## src/rtl/mult_switch_mb.sv

```systemverilog
// Multi-buffer stationary multiplier switch: NUM_BUF stationary entries, signed multiply, optional local accumulation.
// Issue-to-result latency is MULT_LAT edges; one op per cycle, no backpressure (ops to invalid entries are dropped).
module mult_switch_mb #(
    parameter int IN_DATA_TYPE  = 16,
    parameter int OUT_DATA_TYPE = 32,
    parameter int NUM_BUF       = 4,
    parameter int MULT_LAT      = 2
) (
    input  logic                         CLK,
    input  logic                         rst,
    input  logic                         i_valid,
    input  logic [IN_DATA_TYPE-1:0]      i_data,
    input  logic                         i_stationary,
    input  logic [$clog2(NUM_BUF)-1:0]   i_buf_sel,
    input  logic                         i_acc,
    input  logic                         i_last,
    input  logic                         i_clear,
    output logic                         o_valid,
    output logic [OUT_DATA_TYPE-1:0]     o_data,
    output logic [NUM_BUF-1:0]           o_buf_valid,
    output logic                         o_miss
);

    localparam int TL = MULT_LAT - 1;

    logic signed [IN_DATA_TYPE-1:0]  buf_q [NUM_BUF];
    logic signed [IN_DATA_TYPE-1:0]  a_q;
    logic signed [IN_DATA_TYPE-1:0]  b_q;
    logic [MULT_LAT-1:0]             vld_q;
    logic [MULT_LAT-1:0]             acc_q;
    logic [MULT_LAT-1:0]             last_q;
    logic [OUT_DATA_TYPE-1:0]        acc_r;

    logic signed [OUT_DATA_TYPE-1:0] prod_s0;
    logic signed [OUT_DATA_TYPE-1:0] prod_tail;
    logic [OUT_DATA_TYPE-1:0]        acc_sum;

    logic is_write;
    logic is_strm;
    logic hit;
    logic issue;

    assign is_write = i_valid & i_stationary;
    assign is_strm  = i_valid & ~i_stationary;
    assign hit      = o_buf_valid[i_buf_sel];
    assign issue    = is_strm & hit;

    // Operands are sign-extended before multiplying so the product is exact in OUT width.
    assign prod_s0 = OUT_DATA_TYPE'(a_q) * OUT_DATA_TYPE'(b_q);

    generate
        if (MULT_LAT == 1) begin : g_nodly
            assign prod_tail = prod_s0;
        end else begin : g_dly
            logic signed [OUT_DATA_TYPE-1:0] prod_q [MULT_LAT-1];
            always_ff @(posedge CLK) begin
                prod_q[0] <= prod_s0;
                for (int k = 1; k < MULT_LAT - 1; k++) begin
                    prod_q[k] <= prod_q[k-1];
                end
            end
            assign prod_tail = prod_q[MULT_LAT-2];
        end
    endgenerate

    assign acc_sum = acc_r + prod_tail;

    always_ff @(posedge CLK) begin
        if (rst) begin
            for (int i = 0; i < NUM_BUF; i++) begin
                buf_q[i] <= '0;
            end
            o_buf_valid <= '0;
            a_q         <= '0;
            b_q         <= '0;
            vld_q       <= '0;
            acc_q       <= '0;
            last_q      <= '0;
            acc_r       <= '0;
            o_valid     <= 1'b0;
            o_data      <= '0;
            o_miss      <= 1'b0;
        end else if (i_clear) begin
            o_buf_valid <= '0;
            vld_q       <= '0;
            acc_r       <= '0;
            o_miss      <= 1'b0;
            o_valid     <= 1'b0;
        end else begin
            if (is_write) begin
                buf_q[i_buf_sel]       <= i_data;
                o_buf_valid[i_buf_sel] <= 1'b1;
            end
            if (is_strm && !hit) begin
                o_miss <= 1'b1;
            end
            // Operands are latched here so a later rewrite of the entry cannot reach an in-flight op.
            if (issue) begin
                a_q       <= i_data;
                b_q       <= buf_q[i_buf_sel];
                acc_q[0]  <= i_acc;
                last_q[0] <= i_last;
            end
            vld_q[0] <= issue;
            for (int k = 1; k < MULT_LAT; k++) begin
                vld_q[k]  <= vld_q[k-1];
                acc_q[k]  <= acc_q[k-1];
                last_q[k] <= last_q[k-1];
            end

            o_valid <= vld_q[TL] & (~acc_q[TL] | last_q[TL]);
            if (vld_q[TL]) begin
                if (!acc_q[TL]) begin
                    o_data <= prod_tail;
                end else if (!last_q[TL]) begin
                    acc_r <= acc_sum;
                end else begin
                    o_data <= acc_sum;
                    acc_r  <= '0;
                end
            end
        end
    end

endmodule

```

## config.mk

```make
export PLATFORM = sky130hd
export DESIGN_NAME = mult_switch_mb
export DESIGN_NICKNAME = d
export VERILOG_FILES = /design/src/rtl/mult_switch_mb.sv
export SDC_FILE = /design/constraint.sdc
export NUM_CORES = 1
export LEC_CHECK = 0
export CAP_MARGIN = 5
export CORE_UTILIZATION = 30
export DETAILED_ROUTE_END_ITERATION = 10
export PLACE_DENSITY = 0.54
export SYNTH_ARGS = -nofsm -noshare
export SYNTH_HDL_FRONTEND = slang
export SYNTH_SLANG_ARGS = --single-unit
```

## constraint.sdc

```tcl
create_clock -name CLK -period 6.1 [get_ports CLK]
set_clock_uncertainty 0.2 [all_clocks]
set_input_delay 0.61 -clock CLK [delete_from_list [all_inputs] [get_ports CLK]]
set_output_delay 0.61 -clock CLK [all_outputs]
set_load 0.01 [all_outputs]
```

==> results of run 1 <==
## worst reg2reg max path, cell delays in order, from the launching register on
cell       delay, ps
dfxtp_1          310
inv_1            200
buf_4            250
nor2_1            80
fa_1             510
fa_1             450
fa_1             560
fa_1             450
fa_1             490
inv_1             50
fa_1             470
inv_1             40
ha_1             290
buf_4            160
a21o_1           160
a21oi_2          130
o221ai_2         130
o2111ai_2        280
a31oi_2          160
buf_4            170
a311o_1          340
## metal layers
layer | up-vias | wire length (microns) | global-route usage (%)
met1 | 6535 | 21940 | 20.49
met4 | 0 | 728 | 2.667
met2 | 262 | 20850 | 24.51
met3 | 53 | 2025 | 2.043
met5 | - | 0 | 0
li1 | 6406 | - | -
## registers in the layout, indices dropped and copies added, names as in the netlist
name	flops
a_q	16
o_buf_valid	4
vld_q	2
last_q	2
b_q	16
o_miss	1
o_data	32
g_dly.prod_q	32
o_valid	1
acc_r	32
buf_q	64
acc_q	2
## synthesized netlist by cell type (all sizes together), types with 6 or more instances
cell type | number | area share (%)
ha | 113 | 7.5
o21a | 10 | 0.40
edfxtp | 64 | 10
nor2 | 96 | 1.9
and2 | 188 | 6.3
fa | 263 | 28
nor3b | 7 | 0.28
a21oi | 78 | 2.1
inv | 317 | 6.3
buf | 7 | 0.15
or2 | 6 | 0.20
o21ai | 28 | 0.77
nand2b | 12 | 0.40
xnor2 | 46 | 2.1
xor2 | 18 | 0.84
nand3 | 15 | 0.43
o21bai | 8 | 0.32
a21o | 31 | 1.2
nor3 | 17 | 0.45
a211oi | 31 | 1.2
a22o | 10 | 0.47
a22oi | 16 | 0.64
nand2 | 225 | 4.5
nand4 | 6 | 0.20
dfxtp | 140 | 15
mux2i | 31 | 1.7
a31oi | 7 | 0.23
mux4 | 17 | 2.0
clkbuf | 73 | 1.5
## stage by stage
step                      util, %  instance area (sq um)  hold WS (ps)  TNS [ps]
final                       35.95                  22180         250.8         0
after global routing        35.95                  22180         256.2    -149.7
after CTS                   35.32                  21800         242.3    -22.09
after detailed placement    33.83                  20880         228.5    -276.6
after global placement      33.83                  20880         213.0    -5.537
after floorplan                 -                  18760         205.7         0
## cells in the final DEF, fill, tap and decap left out, types with 46 or more instances in the layout
master / count
a21oi_1: 73
and2_1: 186
buf_4: 102
clkdlybuf4s50_1: 61
dfxtp_1: 112
edfxtp_1: 64
fa_1: 259
ha_1: 105
inv_1: 315
nand2_1: 223
nor2_1: 95
xnor2_1: 46
## power breakdown
part / switching, mW / internal (mW) / total, mW
clock network: 0.590 / 0.958 / 1.55
logic: 0.0603 / 0.0444 / 0.105
registers: 0.00806 / 1.42 / 1.43
total: 0.658 / 2.42 / 3.08
## worst paths after layout
path	end	slack, ps	cells past startpoint
max reg2reg	g_dly.prod_q[0][30]$_DFF_P_	110	20
max	g_dly.prod_q[0][30]$_DFF_P_	110	20
min reg2reg	vld_q[1]$_SDFF_PP0_	250	1
min	vld_q[1]$_SDFF_PP0_	250	1
## kinds of logic (layout without fill, tap and decap cells)
kind of cell	after synthesis	count (layout)
simple gates	587	587
buf+inv	397	537
fa+ha+maj	376	376
compound gates	251	251
flops	204	204
xor+xnor	64	64
mux	52	52
## final cells by class
type	count	area share (%)
clock buffer	35	3.305
inverter	317	5.364
tap	837	4.721
clock inverter	9	0.5640
timing repair buffer	176	6.949
sequential	204	21.62
multi-input combinational	1330	57.47
## timing repair
action	4_1_cts	5_1_grt
endpoints found under the setup margin	3	6
hold endpoints to repair	0	0
gates resized for setup	26	66
setup buffers	1	12
hold buffers	0	0
pin swaps	2	31
cloned	0	0
==> summary.txt, run 1 <==
Clock tree
  • Worst-path clk slew: roughly 70 ps
  • CTS buffer count: 24
  • H-tree Lvls: 1
  • Clk buf depth: 3
  • Root buffer cell: clkbuf_16
  • Clock sink count: 204
  • CTS tree: built
  • Clock Latency Late Sink: 540 ps

Placed design
  • Placed cells: around 2900
  • Count of input and output buffers: 62
  • Gpl congestion: 0.8626
  • DP Wirelength: 36050 microns
  • Placement Setup Slack: -114.0 ps

Setup path
  • Worst Path Arrival: 6210 ps
  • Cell mode on critical path: fa_1
  • CP max FO: 10
  • Startpoint Class: flop
  • Buf/Inv on CP: 6
  • Worst Setup End Kind: flop
  • Critical Path Max Stage Delay: 560 ps
  • Critical path launch point: b_q[15]$_SDFFE_PP0P_
  • Critical path, cell by cell: inv_1 > buf_4 > nor2_1 > fa_1 > fa_1 > fa_1 > fa_1 > fa_1 > inv_1 > fa_1 > inv_1 > ha_1 > buf_4 > a21o_1 > a21oi_2 > o221ai_2 > o2111ai_2 > a31oi_2 > buf_4 > a311o_1
  • CP required: 6330 ps
  • FF-to-FF Start: b_q[15]$_SDFFE_PP0P_
  • Top delay family on crit path: adder cells
  • Setup CP Type: flop to flop
  • Slowest stage cell, crit path: fa_1

Cells and area
  • Nets: 2454
  • Reg area: approximately 4800 sq um
  • Antenna Cells: 0
  • Synth-to-Final Area Change: 18.31%
  • Fill count: between 6000 and 7000
  • Layout Cells excl Fill: 2908
  • Multi-input logic area: 12750 sq um
  • Share of cells above drive strength 1: 12.31%

Global routing
  • First-pass GRT wire length: 75540 microns
  • Largest net degree at the start of global routing: 65
  • Overall Global Routing Usage: between 10% and 20%
  • Initial antenna violation count: 0
  • Vias in the first global route: approximately 14000
  • GRT overflow: 0

Synth
  • Post-synthesis simple-gate area fraction: 15.22%
  • Largest family of logic cells by synthesized area: adder cells
  • Post-synthesis mux area share: 3.937%
  • Mapped Cells: approximately 1900
  • YS warnings: 0
  • Post-synth EDFFs: 64
  • Post-synthesis compound-gate area fraction: 9.075%
  • Post-Synth Adder-Cell Area: 35.62%
  • Top FF cell, synth: dfxtp_1
  • Synth cell types: 61
  • Post-synth net total: between 2000 and 2500
  • Avg Cell Area, Syn: approximately 10 sq um
  • Seq/Total Area, Yosys: approximately a quarter
  • Synth Area in XOR/XNOR: 2.989%
  • Post-Syn Area: around 19000 sq um
  • #FFs+latches synth: 204
  • Synth async-reset ratio: 0%

Power and ir drop
  • Peak VDD IR: around 0.16 mV
  • Leak: around 9.9 nW
  • Power Total: 3.080 mW
  • Cell Pwr Density: 138.8 nW/um^2

STA
  • Final cycle utilization of the critical path: 98.14%
  • Final worst slack: about 110 ps
  • Final Critical Period: 5986 ps
  • Worst-margin pin slew: 1119 ps
  • Final Hold Violating Endpoints: 0
  • Max Clk Rate: 0.1670 GHz
  • Final Max Tran Viols: 0
  • Max-slew headroom: 25.38%
  • Final count of negative-setup-slack endpoints: 0
  • RSZ-0062 raised after global routing: true

Flow run
  • Max cap viols: 0

Detailed routing
  • Post-DRT Antenna Nets: 0
  • Routed via count: 13260
  • DR vias/cell: 4.558
  • Remaining DRCs: 0
  • Routed len/inst: 15.66 microns
  • WL final: 45550 microns
  • DR iter-0 viols: 523
  • DRT Pass-1 Iters: 5

Floorplan
  • Area of the core: around 62000 sq um
  • Row Count: 91
  • Chip height: 252.0 microns
  • Total die area: 63510 sq um
  • IO Count: 63
  • Starting Density: 30.38%
  • Die Wd: 252.0 microns

Outcome
  • Status: completed

Hold path
  • HP Class: flop to flop
  • Min-delay src: vld_q[0]$_SDFF_PP0_
Power figures use the tool's default switching activity.
==> run 2, diff against run 1 <==
--- a/config.mk
+++ b/config.mk
@@ -5,7 +5,8 @@
 export SDC_FILE = /design/constraint.sdc
 export NUM_CORES = 1
 export LEC_CHECK = 0
-export CAP_MARGIN = 5
+export CAP_MARGIN = 20
+export CORE_ASPECT_RATIO = 0.75
 export CORE_UTILIZATION = 30
 export DETAILED_ROUTE_END_ITERATION = 10
 export PLACE_DENSITY = 0.54
==> run 2 against run 1 <==
  * First-iteration DRC count increased by 59%
  * Final cell count decreased by 1.2%
  * Count of clock-buffer cells in the layout increased by 1
  * Worst setup slack improved by 12 ps
  * Largest power group unchanged
  * Critical path depth increased by 2
  * Register-to-register slack about the same
  * Largest cell class unchanged
  * Total power decreased by 3.6%
==> summary.txt, run 2 (synthesis results as in run 1) <==
Outcome
  • Status: completed (unchanged)

Detailed routing
  • Remaining DRCs: 0 (unchanged)
  • DRT Pass-1 Iters: 5 (unchanged)
  • Met3 routed WL: 2973 microns (was 2025 microns)
  • DR iter-0 viols: 834 (was 523)
  • WL final: 47430 microns (was 45550 microns)
  • Routed via count: 13330 (was 13260)
  • Met2 wire len: 19170 microns (was 20850 microns)
  • Met1 wire length: 24860 microns (was 21940 microns)
  • DR top layer: met4 (unchanged)
  • Post-DRT Antenna Nets: 0 (unchanged)
  • DR vias/cell: 4.637 (was 4.558)
  • Routed len/inst: 16.50 microns (was 15.66 microns)

STA
  • Fin Setup TNS: 0 ps (unchanged)
  • Max-slew headroom: 34.74% (was 25.38%)
  • Final count of negative-setup-slack endpoints: 0 (unchanged)
  • Final Hold Violating Endpoints: 0 (unchanged)
  • Final cycle utilization of the critical path: 97.95% (was 98.14%)
  • Final Max Tran Viols: 0 (unchanged)
  • Final Critical Period: 5975 ps (was 5986 ps)
  • RSZ-0062 raised after global routing: true (unchanged)
  • Max Clk Rate: 0.1674 GHz (was 0.1670 GHz)
  • Worst-margin pin slew: 976.9 ps (was 1119 ps)

Global routing
  • Largest net degree at the start of global routing: 53 (was 65)
  • Initial antenna violation count: 0 (unchanged)
  • Overall Global Routing Usage: 15.01% (was 14.74%)
  • First-pass GRT wire length: 76400 microns (was 75540 microns)
  • GRT overflow: 0 (unchanged)
  • Vias in the first global route: 13910 (was 14340)

Cells and area
  • Final instance area: 22200 sq um (was 22180 sq um)
  • Biggest register: buf_q (unchanged)
  • Synth-to-Final Area Change: 18.37% (was 18.31%)
  • Share of cells above drive strength 1: 13.21% (was 12.31%)
  • Layout Cells excl Fill: 2874 (was 2908)
  • Fill count: 6136 (was 6370)
  • Commonest non-fill, non-tap cell in the layout: inv_1 (unchanged)
  • Reg area: 4807 sq um (was 4797 sq um)
  • Nets: 2459 (was 2454)
  • Antenna Cells: 0 (unchanged)
  • Multi-input logic area: 12840 sq um (was 12750 sq um)
  • Max reg flops: 64 (unchanged)
  • Commonest non-fill, non-tap cells in the layout: inv_1, fa_1, nand2_1 (unchanged)

Setup path
  • CP max FO: 6 (was 10)
  • Startpoint Class: flop (unchanged)
  • CP required: 6300 ps (was 6330 ps)
  • Worst Setup End Kind: flop (unchanged)
  • Worst Path Arrival: 6170 ps (was 6210 ps)
  • Setup CP Type: flop to flop (unchanged)

Flow run
  • Max cap viols: 0 (unchanged)

Floorplan
  • Starting Density: 30.69% (was 30.38%)
  • Chip height: 218.5 microns (was 252.0 microns)
  • Total die area: 63520 sq um (was 63510 sq um)
  • IO Count: 63 (unchanged)
  • Row Count: 78 (was 91)
  • Area of the core: 61090 sq um (was 61710 sq um)
  • Die Wd: 290.7 microns (was 252.0 microns)

Placed design
  • Gpl congestion: 0.8558 (was 0.8626)
  • Cell Area, Placed: 20780 sq um (was 20880 sq um)
  • Count of input and output buffers: 62 (unchanged)
  • Placed cells: 2805 (was 2851)
  • DP Wirelength: 36880 microns (was 36050 microns)

Clock tree
  • CTS buffer count: 23 (was 24)
  • # hold bufs at CTS: 0 (unchanged)
  • Clock Latency Late Sink: 530 ps (was 540 ps)
  • Clock sink count: 204 (unchanged)
  • Clk buf depth: 3 (unchanged)
  • CTS tree: built (unchanged)
  • Worst-path clk slew: 70 ps (about the same)
  • Root buffer cell: clkbuf_16 (unchanged)
  • H-tree Lvls: 1 (unchanged)

Power and ir drop
  • Peak VDD IR: 0.1649 mV (was 0.1618 mV)
  • Leak: 9.963 nW (was 9.934 nW)
  • Cell Pwr Density: 133.7 nW/um^2 (was 138.8 nW/um^2)

Hold path
  • HP Class: flop to flop (unchanged)
run 2: per-layer routing:
layer  vias up  GRT usage (%)
met4         0          1.675
met5         -              0
li1       6414              -
met2       300          21.94
met1      6582          22.86
met3        31          3.468
run 2: metrics by stage:
| step | hold slack [ps] | util, % | total power, mW | setup slack [ps] |
|---|---|---|---|---|
| floorplan | 205.7 | - | 1.514 | 7.693 |
| global placement | 213.5 | 34.02 | 1.565 | -127.3 |
| detailed placement | 216.2 | 34.02 | 1.568 | -208.4 |
| CTS | 229.6 | 35.43 | 3.009 | 2.030 |
| global route | 262.7 | 36.33 | 3.065 | -83.73 |
| finish | 224.4 | 36.33 | 2.968 | 125.2 |
run 2: worst paths after layout:
path	start	end	slack, ps	cells past startpoint
hold reg to reg	vld_q[0]$_SDFF_PP0_	vld_q[1]$_SDFF_PP0_	220	1
setup reg to reg	a_q[12]$_SDFFE_PP0P_	g_dly.prod_q[0][31]$_DFF_P_	130	22
setup / recovery	a_q[12]$_SDFFE_PP0P_	g_dly.prod_q[0][31]$_DFF_P_	130	22
hold / removal	vld_q[0]$_SDFF_PP0_	vld_q[1]$_SDFF_PP0_	220	1
run 2: repair_timing:
action | in CTS | in global routing
gates resized for setup | 29 | 99
pin swaps | 7 | 47
setup buffers | 5 | 22
endpoints found under the setup margin | 3 | 9
run 2: worst max-delay path, cell delays in order, from the launching register on:
cell,delay [ps]
dfxtp_4,380
and2_4,150
fa_1,520
inv_1,50
fa_1,490
fa_1,500
inv_1,60
fa_1,500
fa_1,500
inv_1,50
fa_1,500
inv_2,60
ha_4,220
a21o_1,150
a21o_1,170
a21o_1,200
a32oi_2,260
o311ai_4,150
nand2_2,120
o221ai_4,120
a31o_2,280
a21oi_2,130
xnor2_1,80
run 2: final cells by class:
cell class / count / share of cell area [%]
clock inverters: 5 / 0.4679
clock buffers: 36 / 2.948
repair buffers: 182 / 7.199
inverters: 317 / 5.361
well taps: 800 / 4.510
flip-flops and latches: 204 / 21.66
multi-input cells: 1330 / 57.86
run 2: power by group:
| part | internal, mW | switching (mW) |
|---|---|---|
| sequential | 1.42 | 0.00784 |
| clock | 0.863 | 0.575 |
| combinational | 0.0443 | 0.0613 |
